[config.mk]
export PLATFORM = sky130hd
export DESIGN_NAME = ddr_tx_gearbox_flat
export DESIGN_NICKNAME = d
export VERILOG_FILES = /design/src/rtl/ddr_tx_pkg.sv /design/src/rtl/ddr_tx_gearbox_if.sv /design/src/rtl/ddr_tx_fifo.sv /design/src/rtl/ddr_tx_gearbox.sv /design/src/flat_wrapper.sv
export SDC_FILE = /design/constraint.sdc
export NUM_CORES = 1
export LEC_CHECK = 0
export ABC_CLOCK_PERIOD_IN_PS = 2800
export CORE_MARGIN = 2
export CORE_UTILIZATION = 40
export DETAILED_ROUTE_END_ITERATION = 10
export GPL_TIMING_DRIVEN = 1
export PLACE_DENSITY_LB_ADDON = 0.2
export SETUP_SLACK_MARGIN = 0.15
export SYNTH_ARGS = -nofsm -noshare
export SYNTH_HDL_FRONTEND = slang
export SYNTH_HIERARCHICAL = 1
export SYNTH_SLANG_ARGS = --single-unit
[constraint.sdc]
create_clock -name outclock -period 2.8 [get_ports outclock]
set_input_delay 0.56 -clock outclock [delete_from_list [all_inputs] [get_ports outclock]]
set_output_delay 0.56 -clock outclock [all_outputs]
set_load 0.01 [all_outputs]
[src/rtl/ddr_tx_pkg.sv]
// Shared types and helpers for the DDR transmit gearbox: serialiser states,
// the default idle pattern and the sizing of the phase counter.
package ddr_tx_pkg;

    typedef enum logic {
        ST_IDLE = 1'b0,
        ST_RUN  = 1'b1
    } state_t;

    localparam logic [7:0] DEFAULT_IDLE_PAT = 8'h00;

    // One beat pair is emitted per cycle, so a word spans ratio/2 phases.
    function automatic int phase_width(input int ratio);
        return (ratio / 2 > 1) ? $clog2(ratio / 2) : 1;
    endfunction

endpackage

[src/rtl/ddr_tx_gearbox_if.sv]
// Write channel from the framer TX datapath into the gearbox: one wide word
// per transfer on valid & ready, plus a burst-end marker.
interface ddr_tx_gearbox_if #(
    parameter int PAD_WIDTH = 8,
    parameter int RATIO     = 4
);
    logic [RATIO*PAD_WIDTH-1:0] data;
    logic                       last;
    logic                       valid;
    logic                       ready;

    modport master (output data, output last, output valid, input ready);
    modport slave  (input data, input last, input valid, output ready);
endinterface

[src/rtl/ddr_tx_fifo.sv]
// Word FIFO between the core and the serialiser. The head word is readable
// combinationally so a pop can load the beat registers on the same edge.
module ddr_tx_fifo #(
    parameter  int WIDTH = 33,
    parameter  int DEPTH = 4,
    localparam int AW    = $clog2(DEPTH),
    localparam int CW    = $clog2(DEPTH + 1)
) (
    input  logic             clk,
    input  logic             rst_n,
    input  logic             push,
    input  logic [WIDTH-1:0] push_data,
    input  logic             pop,
    output logic [WIDTH-1:0] pop_data,
    output logic             empty,
    output logic             full,
    output logic [CW-1:0]    fill
);

    logic [WIDTH-1:0] mem [DEPTH];
    logic [AW-1:0]    wr_ptr_reg, wr_ptr_next;
    logic [AW-1:0]    rd_ptr_reg, rd_ptr_next;
    logic [CW-1:0]    count_reg,  count_next;
    logic             push_ok;
    logic             pop_ok;

    assign full     = (count_reg == CW'(DEPTH));
    assign empty    = (count_reg == '0);
    assign fill     = count_reg;
    assign push_ok  = push & ~full;
    assign pop_ok   = pop & ~empty;
    assign pop_data = mem[rd_ptr_reg];

    // Storage carries no reset: a reset only has to forget the pointers.
    always_ff @(posedge clk) begin
        if (push_ok) begin
            mem[wr_ptr_reg] <= push_data;
        end
    end

    always_comb begin
        wr_ptr_next = wr_ptr_reg;
        rd_ptr_next = rd_ptr_reg;
        count_next  = count_reg;
        if (push_ok) begin
            wr_ptr_next = wr_ptr_reg + 1'b1;
        end
        if (pop_ok) begin
            rd_ptr_next = rd_ptr_reg + 1'b1;
        end
        case ({push_ok, pop_ok})
            2'b10:   count_next = count_reg + 1'b1;
            2'b01:   count_next = count_reg - 1'b1;
            default: count_next = count_reg;
        endcase
    end

    always_ff @(posedge clk or negedge rst_n) begin
        if (!rst_n) begin
            wr_ptr_reg <= '0;
            rd_ptr_reg <= '0;
            count_reg  <= '0;
        end else begin
            wr_ptr_reg <= wr_ptr_next;
            rd_ptr_reg <= rd_ptr_next;
            count_reg  <= count_next;
        end
    end

endmodule

[src/rtl/ddr_tx_gearbox.sv]
// DDR transmit gearbox: buffers wide words and serialises them into
// high/low beat pairs on outclock, with idle pattern, oe and underrun flag.
module ddr_tx_gearbox
    import ddr_tx_pkg::*;
#(
    parameter  int                   PAD_WIDTH = 8,
    parameter  int                   RATIO     = 4,
    parameter  int                   DEPTH     = 4,
    parameter  logic [PAD_WIDTH-1:0] IDLE_PAT  = PAD_WIDTH'(DEFAULT_IDLE_PAT),
    localparam int                   FILL_W    = $clog2(DEPTH + 1)
) (
    input  logic                 outclock,
    input  logic                 rst_n,
    ddr_tx_gearbox_if.slave      wr,
    input  logic                 clr_underrun,
    output logic [PAD_WIDTH-1:0] dataout,
    output logic                 oe,
    output logic [FILL_W-1:0]    fill,
    output logic                 underrun
);

    localparam int WORD_W = RATIO * PAD_WIDTH;
    localparam int PAIRS  = RATIO / 2;
    localparam int PH_W   = phase_width(RATIO);
    localparam logic [PH_W-1:0] LAST_PH = PH_W'(PAIRS - 1);

    state_t               state_reg, state_next;
    logic [PH_W-1:0]      phase_reg, phase_next, phase_inc;
    logic [PAD_WIDTH-1:0] high_reg, high_next;
    logic [PAD_WIDTH-1:0] low_reg, low_next;
    logic [WORD_W-1:0]    word_reg, word_next;
    logic                 last_reg, last_next;
    logic                 oe_reg, oe_next;
    logic                 underrun_reg, underrun_next;

    logic                 pop;
    logic [WORD_W:0]      fifo_word;
    logic                 fifo_empty;
    logic                 fifo_full;
    logic [WORD_W-1:0]    head_data;
    logic                 head_last;

    logic [PAD_WIDTH-1:0] hi_beats [PAIRS];
    logic [PAD_WIDTH-1:0] lo_beats [PAIRS];

    ddr_tx_fifo #(
        .WIDTH (WORD_W + 1),
        .DEPTH (DEPTH)
    ) u_fifo (
        .clk       (outclock),
        .rst_n     (rst_n),
        .push      (wr.valid),
        .push_data ({wr.last, wr.data}),
        .pop       (pop),
        .pop_data  (fifo_word),
        .empty     (fifo_empty),
        .full      (fifo_full),
        .fill      (fill)
    );

    assign wr.ready  = ~fifo_full;
    assign head_last = fifo_word[WORD_W];
    assign head_data = fifo_word[WORD_W-1:0];
    assign phase_inc = phase_reg + 1'b1;

    // Beat pair p of the held word: even beat on the high phase, odd on low.
    for (genvar gi = 0; gi < PAIRS; gi++) begin : g_pair
        assign hi_beats[gi] = word_reg[(2*gi)*PAD_WIDTH   +: PAD_WIDTH];
        assign lo_beats[gi] = word_reg[(2*gi+1)*PAD_WIDTH +: PAD_WIDTH];
    end

    always_comb begin
        state_next    = state_reg;
        phase_next    = phase_reg;
        high_next     = high_reg;
        low_next      = low_reg;
        word_next     = word_reg;
        last_next     = last_reg;
        underrun_next = underrun_reg;
        pop           = 1'b0;

        if (clr_underrun) begin
            underrun_next = 1'b0;
        end

        case (state_reg)
            ST_IDLE: begin
                high_next = IDLE_PAT;
                low_next  = IDLE_PAT;
                if (!fifo_empty) begin
                    pop        = 1'b1;
                    word_next  = head_data;
                    last_next  = head_last;
                    phase_next = '0;
                    high_next  = head_data[PAD_WIDTH-1:0];
                    low_next   = head_data[2*PAD_WIDTH-1:PAD_WIDTH];
                    state_next = ST_RUN;
                end
            end
            ST_RUN: begin
                if (phase_reg != LAST_PH) begin
                    phase_next = phase_inc;
                    high_next  = hi_beats[phase_inc];
                    low_next   = lo_beats[phase_inc];
                end else if (!fifo_empty) begin
                    // Word boundary with data waiting: chain straight on,
                    // regardless of burst framing.
                    pop        = 1'b1;
                    word_next  = head_data;
                    last_next  = head_last;
                    phase_next = '0;
                    high_next  = head_data[PAD_WIDTH-1:0];
                    low_next   = head_data[2*PAD_WIDTH-1:PAD_WIDTH];
                end else begin
                    state_next = ST_IDLE;
                    phase_next = '0;
                    high_next  = IDLE_PAT;
                    low_next   = IDLE_PAT;
                    if (!last_reg) begin
                        underrun_next = 1'b1;
                    end
                end
            end
            default: begin
                state_next = ST_IDLE;
            end
        endcase

        oe_next = (state_next == ST_RUN);
    end

    always_ff @(posedge outclock or negedge rst_n) begin
        if (!rst_n) begin
            state_reg    <= ST_IDLE;
            phase_reg    <= '0;
            high_reg     <= IDLE_PAT;
            low_reg      <= IDLE_PAT;
            word_reg     <= '0;
            last_reg     <= 1'b0;
            oe_reg       <= 1'b0;
            underrun_reg <= 1'b0;
        end else begin
            state_reg    <= state_next;
            phase_reg    <= phase_next;
            high_reg     <= high_next;
            low_reg      <= low_next;
            word_reg     <= word_next;
            last_reg     <= last_next;
            oe_reg       <= oe_next;
            underrun_reg <= underrun_next;
        end
    end

    // Pad mux: the clock level picks which registered beat reaches the pad.
    assign dataout  = outclock ? high_reg : low_reg;
    assign oe       = oe_reg;
    assign underrun = underrun_reg;

endmodule

[src/flat_wrapper.sv]
// flat-port wrapper written by rule: the top's interface ports become plain ports
module ddr_tx_gearbox_flat import ddr_tx_pkg::*;
#(
    parameter  int                   PAD_WIDTH = 8,
    parameter  int                   RATIO     = 4,
    parameter  int                   DEPTH     = 4,
    parameter  logic [PAD_WIDTH-1:0] IDLE_PAT  = PAD_WIDTH'(DEFAULT_IDLE_PAT),
    localparam int                   FILL_W    = $clog2(DEPTH + 1)
)
  (outclock, rst_n, clr_underrun, dataout, oe, fill, underrun, wr_data, wr_last, wr_valid, wr_ready);
  ddr_tx_gearbox_if #(.PAD_WIDTH(PAD_WIDTH), .RATIO(RATIO)) wr_i ();
  input  logic outclock;
  input  logic rst_n;
  input  logic clr_underrun;
  output logic [PAD_WIDTH-1:0] dataout;
  output logic oe;
  output logic [FILL_W-1:0] fill;
  output logic underrun;
  input wire logic [$bits(wr_i.data)-1:0] wr_data;
  input wire logic [$bits(wr_i.last)-1:0] wr_last;
  input wire logic [$bits(wr_i.valid)-1:0] wr_valid;
  output wire logic [$bits(wr_i.ready)-1:0] wr_ready;
  assign wr_i.data = wr_data;
  assign wr_i.last = wr_last;
  assign wr_i.valid = wr_valid;
  assign wr_ready = wr_i.ready;
  ddr_tx_gearbox #(.PAD_WIDTH(PAD_WIDTH), .RATIO(RATIO), .DEPTH(DEPTH), .IDLE_PAT(IDLE_PAT)) u_core (.outclock(outclock), .rst_n(rst_n), .wr(wr_i), .clr_underrun(clr_underrun), .dataout(dataout), .oe(oe), .fill(fill), .underrun(underrun));
endmodule
==> flow_summary_export.csv <==
group,metric,value,unit
layout,nNetsFinal,416,
timing,worst_pin_slew,0.673,ns
synthesis,yosys.area.top_type_share,58.6,%
layout,regArea,5040,um^2
die,start_util,40.9,%
die,die_h,134,um
setup_path,path_buf_inv,3,
timing,max-slew-margin-rel,55.2,%
die,ios,51,
setup_path,slowest_delay,0.30,ns
layout,layout_common_cells,"edfxtp_1 (132), dfrtp_1 (42), clkdlybuf4s50_1 (41)",
grt,grt_use_total,15.2,%
synthesis,synth_warnings,6,
timing,setup_violations,0,
power_and_ir_drop,p_int,7060,uW
placed_design,post-place-cells,570,
setup_path,worstPathCellList,"clkbuf_16, clkbuf_16, mux2_2, buf_6",
power_and_ir_drop,vdd_drop_max,0.558,mV
setup_path,crit_family,"buffers and inverters",
placed_design,gp_congestion,0.652,
setup_path,endpoint_kind,"primary output",
power_and_ir_drop,p_clk_share,33.6,%
die,die_w,134,um
run_status,outcome,"completed",
setup_path,slowest_stage,"mux2_2",
grt,grt_overflow_total,0,
setup_path,startpoint_type,"clock port",
timing,report.final.slew_viol_count,0,
setup_path,arrival,2.10,ns
synthesis,syn_area,6760,um^2
routing,vias,3056,
routing,drt_iter0_markers,253,
layout,fill_cells,1330,
layout,diodes,0,
die,dieArea,18000,um^2
timing,hold_viol,0,
power_and_ir_drop,switching_share,27.9,%
clock_tree,cts_tree,"yes",
clock_tree,insertion_delay,0.54,ns
die,rows,47,
timing,setup_ws,0.137,ns
grt,grt_pass1_wl,19300,um
layout,largest_reg_flops,132,
synthesis,synth_edf_count,132,
grt,grt_pass1_vias,3431,
power_and_ir_drop,p_per_area,1190,nW/um^2
grt,grt_max_degree,35,
flow_run,drv_cap,0,
grt,antenna_found_initial,0,
synthesis,synth.net_count,346,
die,coreArea,16500,um^2
layout,area_delta_synth_final,22.1,%
timing,finalClockSkew,0.00632,ns
synthesis,synth_area_per_cell,22.3,um^2
synthesis,synthFlopType,"edfxtp_1",
power_and_ir_drop,p_switching,2730,uW
routing,antenna_left,0,
routing,wl_per_cell,19.9,um
power_and_ir_drop,pwr-share-comb,27.0,%
synthesis,synthDistinctLibCells,30,
clock_tree,cts.clk_slew.worst_paths,0.06,ns
layout,multiInputGateArea,1530,um^2
placed_design,dp_hpwl,6800,um
power_and_ir_drop,cellLeakagePower,0.00298,uW
placed_design,preCtsSetupSlack,0.132,ns
synthesis,ys_async_sr_fraction,24.6,%
synthesis,synth-seq-cells,175,
routing,first_pass_iters,4,
setup_path,path_common_cell,"clkbuf_16",
synthesis,ys_seq_area_share,74.6,%
routing,detail_route.vias_per_cell,5.04,
synthesis,yosys.area.top_type,"edfxtp_1",
synthesis,yosys-top-cells-area,"edfxtp_1 (59%), dfrtp_1 (16%), mux4_2 (9.3%), mux2_4 (3.8%), a22o_1 (2.1%)",
power_and_ir_drop,pwr-share-seq,39.4,%
worst_hold_path,hp-class,"in -> async",
layout,final_cells,606,
routing,wirelength,12100,um
power_and_ir_drop,p_total,9790,uW
setup_path,r2r_slack,0.69,ns
routing,drc_errors,0,
timing,fin_setup_tns,0,ns
setup_path,path_class,"clk -> out",
timing,fin_hold_ws,0.0522,ns
synthesis,synthCells,303,
placed_design,io_buffer_count,50,
setup_path,critical_path.max_fanout,4,
layout,final_common_cell,"edfxtp_1",
setup_path,critPathRequiredTime,2.24,ns
timing,grt_setup_unrepaired,"true",
layout,drive_gt1_share,29.8,%
-- cells in the mapped netlist (2+ instances only) --
| cell type | n |
|---|---|
| mux4_1 | 5 |
| mux2_2 | 9 |
| edfxtp_1 | 132 |
| dfrtp_1 | 43 |
| mux2_4 | 17 |
| buf_6 | 3 |
| nor2b_2 | 2 |
| buf_2 | 5 |
| buf_12 | 3 |
| xnor2_1 | 3 |
| xor2_1 | 3 |
| buf_8 | 2 |
| nand2_1 | 2 |
| and2_1 | 4 |
| mux4_2 | 28 |
| inv_1 | 9 |
| ha_1 | 5 |
| a22o_1 | 16 |
-- worst reg2reg max path, stage by stage (launching register included) --
cell and delay, ns:
dfrtp_1 0.44, nor3_1 0.09, buf_4 0.16, nor2_8 0.10, o31a_1 0.20, ha_1 0.20
inv_1 0.06, fa_1 0.37, xor2_1 0.15, nor2_1 0.12, xor2_1 0.15
-- stage by stage --
stage,util [%],area [um^2]
after floorplan,-,6760
after global placement,45.5,7520
after detailed placement,45.5,7520
after CTS,49.9,8240
after global routing,49.9,8250
final,49.9,8250
-- logic make-up after synthesis --
logic type,after synthesis,synth area share (%)
adder cells (fa/ha/maj),6,1.22
buffers and inverters,24,2.87
AO/OA/AOI/OAI,20,2.52
flip-flops,175,74.6
XOR/XNOR,6,0.778
multiplexers,60,16.7
AND/OR/NAND/NOR,12,1.35
-- layer usage --
metal / routed length [um] / up-vias / GRT usage (%)
li1: - / 1354 / -
met1: 5390 / 1599 / 19.1
met2: 5810 / 75 / 22.3
met3: 526 / 28 / 6.35
met4: 342 / 0 / 8.63
met5: 0 / - / 0
-- layout make-up --
type	count	share of cell area, %
tap	220	3.34
clock buffer	29	7.46
inverter	9	0.409
sequential	175	61.1
clock inverter	15	2.35
multi-input combinational	104	18.5
timing repair buffer	54	6.88
-- power by group through the flow --
stage	Sequential (uW)	Clock, uW	Combinational [uW]
floorplan	3800	252	2170
global placement	3880	422	2680
detailed placement	3910	422	2700
CTS	3860	3350	2710
global route	3930	3520	2870
finish	3850	3290	2640
-- what timing repair did --
action / in CTS / in global routing
setup endpoints to repair: 8 / 8
hold buffers: 0 / 0
setup buffers: 0 / 0
gates resized for setup: 38 / 2
-- path summary, 6_finish.rpt --
path                                              startpoint  cells past startpoint                                 to
hold / removal                                         rst_n                      1  u_core/u_fifo/fill[2]$_DFFE_PN0P_
hold reg to reg                          u_core/oe$_DFF_PN0_                      1       u_core/phase_reg$_DFFE_PN0P_
setup / recovery                                    outclock                      4                         dataout[0]
setup reg to reg           u_core/u_fifo/fill[0]$_DFFE_PN0P_                     10  u_core/u_fifo/fill[2]$_DFFE_PN0P_
min in group outclock                    u_core/oe$_DFF_PN0_                      1       u_core/phase_reg$_DFFE_PN0P_
max in group asynchronous                              rst_n                      2    u_core/word_reg[21]$_DFFE_PN0P_
(Power assumes the default switching activity.)
